===== config.mk =====
export PLATFORM = sky130hd
export DESIGN_NAME = traffic_phase_sequencer
export DESIGN_NICKNAME = d
export VERILOG_FILES = /design/src/rtl/traffic_phase_sequencer.sv
export SDC_FILE = /design/constraint.sdc
export NUM_CORES = 1
export LEC_CHECK = 0
export BUFFER_PORTS_ARGS = -buffer_cell sky130_fd_sc_hd__buf_2
export CORE_MARGIN = 2
export CORE_UTILIZATION = 45
export CTS_CLUSTER_DIAMETER = 80
export DETAILED_ROUTE_END_ITERATION = 16
export GPL_TIMING_DRIVEN = 0
export PLACE_DENSITY = 0.75
export SETUP_SLACK_MARGIN = 0.05
export SYNTH_ARGS = -nofsm -noshare
export SYNTH_HDL_FRONTEND = slang
export SYNTH_SLANG_ARGS = --single-unit

===== constraint.sdc =====
create_clock -name Clock -period 2.6 [get_ports Clock]
set_input_delay 0.39 -clock Clock [delete_from_list [all_inputs] [get_ports Clock]]
set_output_delay 0.39 -clock Clock [all_outputs]
set_load 0.005 [all_outputs]

===== src/rtl/traffic_phase_sequencer.sv =====
// Two-road intersection phase sequencer with demand-served side phase,
// per-phase countdown seconds and a free-running display page select.
module traffic_phase_sequencer #(
  parameter int ClockPeriod_ns = 20,
  parameter int Tick_ns        = 1_000_000_000,
  parameter int TSize          = 4,
  parameter int PSize          = 4,
  parameter int GreenMain      = 9,
  parameter int GreenSide      = 7,
  parameter int YellowTime     = 3,
  parameter int ClearTime      = 2,
  parameter int PageTime       = 2
) (
  input  logic             Clock,
  input  logic             Reset_n,
  input  logic             SideCar,
  input  logic             PedButton,
  output logic [2:0]       MainLamp,
  output logic [2:0]       SideLamp,
  output logic             PedMainWalk,
  output logic             PedSideWalk,
  output logic [TSize-1:0] TLsec,
  output logic [TSize-1:0] TMsec,
  output logic [TSize-1:0] TRsec,
  output logic [PSize-1:0] PLsec,
  output logic [PSize-1:0] PRsec,
  output logic             TPswitch
);

  localparam int TickDiv = Tick_ns / ClockPeriod_ns;
  localparam int PreW    = (TickDiv > 1) ? $clog2(TickDiv) : 1;
  localparam int PageW   = (PageTime > 1) ? $clog2(PageTime) : 1;
  localparam int TMax    = (1 << TSize) - 1;
  localparam int PMax    = (1 << PSize) - 1;

  localparam logic [2:0] LampR = 3'b100;
  localparam logic [2:0] LampY = 3'b010;
  localparam logic [2:0] LampG = 3'b001;

  if (TickDiv < 1) begin : g_bad_tick
    $error("Tick_ns must be at least one clock period");
  end
  if (GreenMain < 1 || GreenMain > TMax || GreenSide < 1 || GreenSide > TMax ||
      YellowTime < 1 || YellowTime > TMax || ClearTime < 1 || ClearTime > TMax ||
      PageTime < 1 || PageTime > TMax) begin : g_bad_duration
    $error("duration parameter out of range 1..2^TSize-1");
  end
  if (GreenMain > PMax || GreenSide > PMax) begin : g_bad_walk
    $error("green duration does not fit the pedestrian seconds width");
  end

  typedef enum logic [2:0] {
    MAIN_G = 3'd0,
    MAIN_Y = 3'd1,
    CLEAR1 = 3'd2,
    SIDE_G = 3'd3,
    SIDE_Y = 3'd4,
    CLEAR2 = 3'd5
  } state_t;

  function automatic logic [TSize-1:0] duration(input state_t st);
    logic [TSize-1:0] d;
    case (st)
      MAIN_G:  d = TSize'(GreenMain);
      MAIN_Y:  d = TSize'(YellowTime);
      SIDE_G:  d = TSize'(GreenSide);
      SIDE_Y:  d = TSize'(YellowTime);
      default: d = TSize'(ClearTime);
    endcase
    return d;
  endfunction

  function automatic logic [2:0] main_lamp(input state_t st);
    logic [2:0] l;
    case (st)
      MAIN_G:  l = LampG;
      MAIN_Y:  l = LampY;
      default: l = LampR;
    endcase
    return l;
  endfunction

  function automatic logic [2:0] side_lamp(input state_t st);
    logic [2:0] l;
    case (st)
      SIDE_G:  l = LampG;
      SIDE_Y:  l = LampY;
      default: l = LampR;
    endcase
    return l;
  endfunction

  state_t           state_r, state_next_s;
  logic [TSize-1:0] sec_cnt_r, sec_next_s;
  logic [PreW-1:0]  pre_cnt_r, pre_next_s;
  logic [PageW-1:0] page_cnt_r, page_next_s;
  logic             tp_r, tp_next_s;
  logic             pending_r, pending_next_s;
  logic             car_meta_r, car_sync_r, ped_meta_r, ped_sync_r;
  logic             tick_s, req_s;

  logic [2:0]       main_lamp_r, side_lamp_r;
  logic             ped_main_walk_r, ped_side_walk_r;
  logic [TSize-1:0] tl_r, tm_r, tr_r;
  logic [PSize-1:0] pl_r, pr_r;
  logic [TSize-1:0] tl_next_s, tm_next_s, tr_next_s;
  logic [PSize-1:0] pl_next_s, pr_next_s;

  assign tick_s = (pre_cnt_r == PreW'(TickDiv - 1));
  assign req_s  = car_sync_r | ped_sync_r;

  // Prescaler, page counter and display page toggle; all free-running.
  always_comb begin
    pre_next_s  = pre_cnt_r;
    page_next_s = page_cnt_r;
    tp_next_s   = tp_r;
    if (tick_s) begin
      pre_next_s = {PreW{1'b0}};
      if (page_cnt_r == PageW'(PageTime - 1)) begin
        page_next_s = {PageW{1'b0}};
        tp_next_s   = ~tp_r;
      end else begin
        page_next_s = page_cnt_r + PageW'(1);
      end
    end else begin
      pre_next_s = pre_cnt_r + PreW'(1);
    end
  end

  // Phase sequencing, seconds countdown and side-demand latch.
  always_comb begin
    state_next_s   = state_r;
    sec_next_s     = sec_cnt_r;
    pending_next_s = pending_r;
    if (tick_s && (sec_cnt_r == TSize'(1))) begin
      case (state_r)
        MAIN_G:  state_next_s = pending_r ? MAIN_Y : MAIN_G;
        MAIN_Y:  state_next_s = CLEAR1;
        CLEAR1:  state_next_s = SIDE_G;
        SIDE_G:  state_next_s = SIDE_Y;
        SIDE_Y:  state_next_s = CLEAR2;
        CLEAR2:  state_next_s = MAIN_G;
        default: state_next_s = CLEAR2;
      endcase
      sec_next_s = duration(state_next_s);
    end else if (tick_s) begin
      sec_next_s = sec_cnt_r - TSize'(1);
    end else begin
      sec_next_s = sec_cnt_r;
    end
    // Entering SIDE_G serves the demand, so clear beats a coincident set.
    if ((state_next_s == SIDE_G) && (state_r != SIDE_G)) begin
      pending_next_s = 1'b0;
    end else if (req_s && (state_r != SIDE_G)) begin
      pending_next_s = 1'b1;
    end else begin
      pending_next_s = pending_r;
    end
  end

  // Output decode from the next state so registered outputs track the phase edge.
  always_comb begin
    tl_next_s = {TSize{1'b0}};
    tm_next_s = {TSize{1'b0}};
    tr_next_s = {TSize{1'b0}};
    pl_next_s = {PSize{1'b0}};
    pr_next_s = {PSize{1'b0}};
    case (state_next_s)
      MAIN_G: begin
        tl_next_s = sec_next_s;
        pr_next_s = PSize'(sec_next_s);
      end
      MAIN_Y:  tl_next_s = sec_next_s;
      SIDE_G: begin
        tm_next_s = sec_next_s;
        pl_next_s = PSize'(sec_next_s);
      end
      SIDE_Y:  tm_next_s = sec_next_s;
      default: tr_next_s = sec_next_s;
    endcase
  end

  // Input synchronisers, state registers and registered outputs.
  always_ff @(posedge Clock or negedge Reset_n) begin
    if (!Reset_n) begin
      car_meta_r      <= 1'b0;
      car_sync_r      <= 1'b0;
      ped_meta_r      <= 1'b0;
      ped_sync_r      <= 1'b0;
      state_r         <= CLEAR2;
      sec_cnt_r       <= TSize'(ClearTime);
      pre_cnt_r       <= {PreW{1'b0}};
      page_cnt_r      <= {PageW{1'b0}};
      tp_r            <= 1'b0;
      pending_r       <= 1'b0;
      main_lamp_r     <= LampR;
      side_lamp_r     <= LampR;
      ped_main_walk_r <= 1'b0;
      ped_side_walk_r <= 1'b0;
      tl_r            <= {TSize{1'b0}};
      tm_r            <= {TSize{1'b0}};
      tr_r            <= TSize'(ClearTime);
      pl_r            <= {PSize{1'b0}};
      pr_r            <= {PSize{1'b0}};
    end else begin
      car_meta_r      <= SideCar;
      car_sync_r      <= car_meta_r;
      ped_meta_r      <= PedButton;
      ped_sync_r      <= ped_meta_r;
      state_r         <= state_next_s;
      sec_cnt_r       <= sec_next_s;
      pre_cnt_r       <= pre_next_s;
      page_cnt_r      <= page_next_s;
      tp_r            <= tp_next_s;
      pending_r       <= pending_next_s;
      main_lamp_r     <= main_lamp(state_next_s);
      side_lamp_r     <= side_lamp(state_next_s);
      ped_main_walk_r <= (state_next_s == SIDE_G);
      ped_side_walk_r <= (state_next_s == MAIN_G);
      tl_r            <= tl_next_s;
      tm_r            <= tm_next_s;
      tr_r            <= tr_next_s;
      pl_r            <= pl_next_s;
      pr_r            <= pr_next_s;
    end
  end

  assign MainLamp    = main_lamp_r;
  assign SideLamp    = side_lamp_r;
  assign PedMainWalk = ped_main_walk_r;
  assign PedSideWalk = ped_side_walk_r;
  assign TLsec       = tl_r;
  assign TMsec       = tm_r;
  assign TRsec       = tr_r;
  assign PLsec       = pl_r;
  assign PRsec       = pr_r;
  assign TPswitch    = tp_r;

endmodule


=== Yosys cells after proc, flatten, opt, wreduce, memory -nomap -nowiden ===
Index checks and enable logic that the tools add are counted.

* Bits in registers: 68
* Output and inout port bits: 29
* Logic and storage cells: 67

* Add/subtract/negate cells: 3
* Equality and inequality tests: 13
* Muxes and demuxes: 18
* Bitwise gates (word level): 2
* Reduce and logical (&&, ||, !) cells: 12

{| class="wikitable"
|+ Operator list
! kind !! count
|-
| $mux W4 || 7
|-
| $add A26 B1 Y26 const B || 1
|-
| $eq A26 B26 Y1 const B || 1
|-
| $mux W26 || 1
|-
| $pmux W3 S5 || 1
|-
| $eq A3 B2 Y1 const B || 4
|-
| $pmux W3 S2 || 2
|-
| $pmux W4 S3 || 1
|-
| $eq A3 B1 Y1 const B || 3
|-
| $eq A3 B3 Y1 const B || 3
|-
| $logic_not A3 Y1 || 3
|-
| $mux W3 || 2
|-
| $reduce_or A2 Y1 || 3
|-
| $eq A4 B1 Y1 const B || 1
|-
| $mux W1 || 4
|-
| $reduce_or A4 Y1 || 1
|-
| $sub A4 B1 Y4 const B || 1
|-
| $logic_and A1 B1 Y1 || 3
|-
| $ne A3 B2 Y1 const B || 1
|-
| $reduce_and A2 Y1 || 1
|-
| $reduce_bool A2 Y1 || 1
|-
| $add A1 B1 Y1 const B || 1
|-
| $not A1 Y1 || 1
|-
| $or A1 B1 Y1 || 1
|}

=== Depth between registers and ports, before layout ===
* Depth in word-level cells: 8
* Gate-level depth with buffers: 7

=== Worst setup path after synthesis ===
OpenSTA, ideal clock, no wires.

* Path type: reg2reg
* Start point: reg sec_cnt_r[1]
* End point: reg tr_r[0], in the netlist TRsec[0]
* Library setup time: 0.140 ns
* Data arrival time: 1.954 ns
* Data required time: 2.460 ns
* Slack: 0.506 ns
* Cell stages (with the launch flop): 8
* Cell sequence: dfstp_2 inv_1 ha_1 or3b_1 nor4_2 a21oi_1 a311oi_1 a21oi_1

* Word-level cells in the longest chain between the ends: 6
* Elaborated cells on any way between the ends: 10

{| class="wikitable"
|+ RTL lines
! element !! line !! text
|-
| start: declaration || 94 || <nowiki>logic [TSize-1:0] sec_cnt_r, sec_next_s;</nowiki>
|-
| start signal: assignment || 191 || <nowiki>sec_cnt_r <= TSize'(ClearTime);</nowiki>
|-
| start signal: assignment || 211 || <nowiki>sec_cnt_r <= sec_next_s;</nowiki>
|-
| $eq A4 B1 Y1 (*) || 135 || <nowiki>if (tick_s && (sec_cnt_r == TSize'(1))) begin</nowiki>
|-
| $logic_and A1 B1 Y1 (*) || 135 ||
|-
| $mux W3 || 135 ||
|-
| $eq A3 B2 Y1, or another cell as far along || 168 || <nowiki>case (state_next_s)</nowiki>
|-
| $reduce_or A4 Y1 (no source line) || - ||
|-
| $mux W4 (*) || 168 ||
|-
| via tr_next_s[0] || 106 || <nowiki>logic [TSize-1:0] tl_next_s, tm_next_s, tr_next_s;</nowiki>
|-
| end signal: assignment || 202 || <nowiki>tr_r <= TSize'(ClearTime);</nowiki>
|-
| end signal: assignment || 222 || <nowiki>tr_r <= tr_next_s;</nowiki>
|-
| end: declaration || 104 || <nowiki>logic [TSize-1:0] tl_r, tm_r, tr_r;</nowiki>
|}

The timed path passes the listed nets; every way through them passes the cells marked *.
A chain may end at the register's enable or synchronous reset.

=== Worst setup path in the final report ===
* Start point: reg pre_cnt_r[0]
* End point: reg pr_r[2], in the netlist PRsec[2]

* Word-level cells in the longest chain between the ends: 5
* Elaborated cells on any way between the ends: 7

{| class="wikitable"
|+ RTL lines
! element !! line !! text
|-
| start: declaration || 95 || <nowiki>logic [PreW-1:0] pre_cnt_r, pre_next_s;</nowiki>
|-
| start signal: assignment || 192 || <nowiki>pre_cnt_r <= {PreW{1'b0}};</nowiki>
|-
| start signal: assignment || 212 || <nowiki>pre_cnt_r <= pre_next_s;</nowiki>
|-
| $eq A26 B26 Y1 (*) || 109 || <nowiki>assign tick_s = (pre_cnt_r == PreW'(TickDiv - 1));</nowiki>
|-
| $logic_and A1 B1 Y1 || 135 ||
|-
| $mux W3 || 135 ||
|-
| $logic_not A3 Y1 || 168 ||
|-
| $mux W4 (*) || 168 ||
|-
| via pr_next_s[2] || 107 || <nowiki>logic [PSize-1:0] pl_next_s, pr_next_s;</nowiki>
|-
| end signal: assignment || 204 || <nowiki>pr_r <= {PSize{1'b0}};</nowiki>
|-
| end signal: assignment || 224 || <nowiki>pr_r <= pr_next_s;</nowiki>
|-
| end: declaration || 105 || <nowiki>logic [PSize-1:0] pl_r, pr_r;</nowiki>
|}

Marked as above.

==> results.ini <==
[power]
powerDensity_nw_per_um2 = 562.1
power_uw = 1927
leakagePower_uw = 0.001646
ir_drop_mv = 0.3959

[synth]
synth.distinct_cells = 46
synth_top_area_cell = dfrtp_1
synth_ff_type = dfrtp_1
ys.warnings.count = 0
netlist.area_leader.share_pct = 52.41
ys_ff_latch = 68
synth.avg_cell_area_sq_um = 10.76
async_flop_share_pct = 100.0
synth_cells = 275
synth_edf_count = 0
synth_area_leaders = dfrtp_1 (52%), dfstp_2 (5.3%), nor2_1 (5.1%)
seq_area_frac_synth_pct = 57.73
syn-num-nets = 282
syn_area_sq_um = 2960

[clock_network]
numCtsBuffers = 9
cts-root-buf = clkbuf_8
cts_setup_buffers = 0
ctsHoldBuffers = 0
clock_sinks = 68
htree_levels = 3
cts_tree = built
clkSlewWorstSetupHoldPaths_ps = 70
clk_path_buf_depth = 2
worstSkewPairLatency_ps = 350

[critical_path]
r2r_cells = 7
required_ps = 2820
start_kind = flip-flop
crit-reg2reg-capture = PRsec[2]$_DFF_PN0_
crit_slowest_cell = dfrtp_1
max_stage_delay_ps = 410
worstPathCellList = ha_1, nand4_1, nor2_1, and3_1, buf_2, a21o_1, nor2_1
path_class = reg2reg
critPathBufInv = 1
crit_family = simple AND/OR/NAND/NOR gates
crit_path_frequent_cell = nor2_1
worstSetupEndpointType = flip-flop
r2r_start = pre_cnt_r[0]$_DFF_PN0_
r2r_setup_slack_ps = 280
cp.arrival_ps = 2550
cp_max_fo = 10

[sta]
relSlewSlack_pct = 45.16
worst_slew_pin_slew_ps = 822.6
setup_viol = 0
fin_tns_setup_ps = 0
finalMaxSlewViolations = 0
skew_ps = 12.55
rsz0062_at_grt = no
finalCriticalPeriod_ps = 2325
fmax_mhz = 430.2
hold_viol_final = 0
period_share_pct = 89.41

[place]
hpwl_um = 3969
portBuffers = 32
routabilityCongestion = 0.8560

[routing]
met3RoutedLength_um = 215
route.vias.total = 2129
dr.first_iter.drc_count = 192
dr_wl_met2_um = 2896
top_layer = met4
viasPerCell = 5.323
drt_wl_total_um = 5911
met1Wirelength_um = 2654
dr.pass1.iters = 4
route.detailed.drc = 0
wl_per_cell_um = 14.78
ant_nets = 0

[final_layout]
n_antenna_cell = 0
n_fill_cell = 563
drive_gt1_share_pct = 20.12
area_delta_synth_final_pct = 15.81
final_nets = 325
seqCellArea_sq_um = 1709
multi_input_area_sq_um = 1187

[die]
start_util_pct = 46.62
die_width_um = 85.11
io_pins = 33
die_h_um = 85.11
design.die.area_sq_um = 7244
rows = 29
core_area_sq_um = 6350

[global_route]
grt_pass1_wl_um = 9880
antenna_found_initial = 0
grt.overflow.total = 0
grt_pass1_vias = 2055
grt_usage_pct = 17.67
grt_max_degree = 69

[worst_hold_path]
hold_path_class = in2async

[outcome]
status = completed

[job]
cap_violations = 0

flip-flops by register name, summed over array words and instances, names as in the netlist, 3 cells and up:
register   count
PRsec          4
state_r        3
TRsec          4
pre_cnt_r     26
TLsec          4
TMsec          4
MainLamp       3
SideLamp       3
PLsec          4
sec_cnt_r      4
cells in the mapped netlist (all sizes together) (2+ instances only):
cell / number
a211oi: 2
a21o: 5
a21oi: 13
a31oi: 2
and3: 2
and4: 9
buf: 4
clkbuf: 2
dfrtp: 62
dfstp: 6
ha: 3
inv: 14
mux2i: 3
nand2: 18
nand2b: 2
nand3: 8
nand4: 9
nor2: 40
nor2b: 5
nor3: 10
nor4: 3
nor4b: 2
o21ai: 8
o31ai: 2
or4: 3
xnor2: 17
xor2: 9
routing by layer:
metal / global-route usage, % / up-vias
met4: 8.947 / 0
met1: 24.18 / 1034
li1: - / 1043
met5: 0 / -
met3: 4.377 / 13
met2: 26.28 / 39
placed cells by master (no fill, tap or decap), types with 9 or more instances in the layout:
cell,Yosys,routed
and4_1,9,9
dfrtp_1,62,62
clkbuf_8,0,9
inv_1,14,14
nand2_1,18,18
nand4_1,9,9
a21oi_1,13,13
xor2_1,9,9
nor2_1,40,40
xnor2_1,17,17
buf_2,3,34
kinds of logic (layout without fill, tap and decap cells):
logic type                 Yosys count  in the layout  synth area share (%)
muxes                                4              4                 1.395
buffers and inverters               20             68                 2.663
and+or+nand+nor                    118            118                 21.64
xor gates and xnor gates            26             26                 7.692
adders and majority gates            3              3                 1.268
DFF                                 68             68                 57.73
AOI/OAI and AO/OA                   36             36                 7.608
through the flow:
step	worst slack, ps	util [%]	cell area, sq um	hold slack (ps)	std cells
after floorplan	506.3	-	2960	94.41	275
after CTS	169.9	53.87	3421	120.8	400
after global placement	165.0	50.66	3217	331.9	384
final	275.4	53.99	3428	109.7	400
after global routing	85.78	53.99	3428	122.9	400
after detailed placement	104.1	50.70	3219	336.3	384
worst max-delay path by stage:
stage                                start                 endpoint  slack (ps)  cells past startpoint
finish              pre_cnt_r[0]$_DFF_PN0_       PRsec[2]$_DFF_PN0_         280                      7
floorplan           sec_cnt_r[1]$_DFF_PN1_       TRsec[0]$_DFF_PN0_         510                      7
global placement    sec_cnt_r[1]$_DFF_PN1_       TRsec[0]$_DFF_PN0_         160                      7
CTS                 pre_cnt_r[0]$_DFF_PN0_  pre_cnt_r[22]$_DFF_PN0_         170                      7
global route        sec_cnt_r[1]$_DFF_PN1_       TRsec[2]$_DFF_PN0_          90                      7
detailed placement  sec_cnt_r[1]$_DFF_PN1_       TRsec[0]$_DFF_PN0_         100                      7
layout make-up:
type,count,area share [%]
Inverter,14,1.533
Sequential cell,68,49.85
Clock buffer,10,3.723
Tap cell,77,2.810
Timing Repair Buffer,32,4.745
Multi-Input combinational cell,187,34.64
Clock inverter,6,1.898
Buffer,6,0.8029
power by group:
part / switching [uW] / internal, uW / total, uW
combinational: 19.9 / 2.32 / 22.2
sequential: 0.740 / 1060 / 1060
clock: 401 / 442 / 843
total: 422 / 1510 / 1930
timing repair:
item | CTS | global route
resized for setup | 1 | 2
endpoints found under the hold margin | 0 | 0
cloned | 0 | 0
setup endpoints to repair | 1 | 10
No activity file was read; power rests on OpenSTA's default activity.
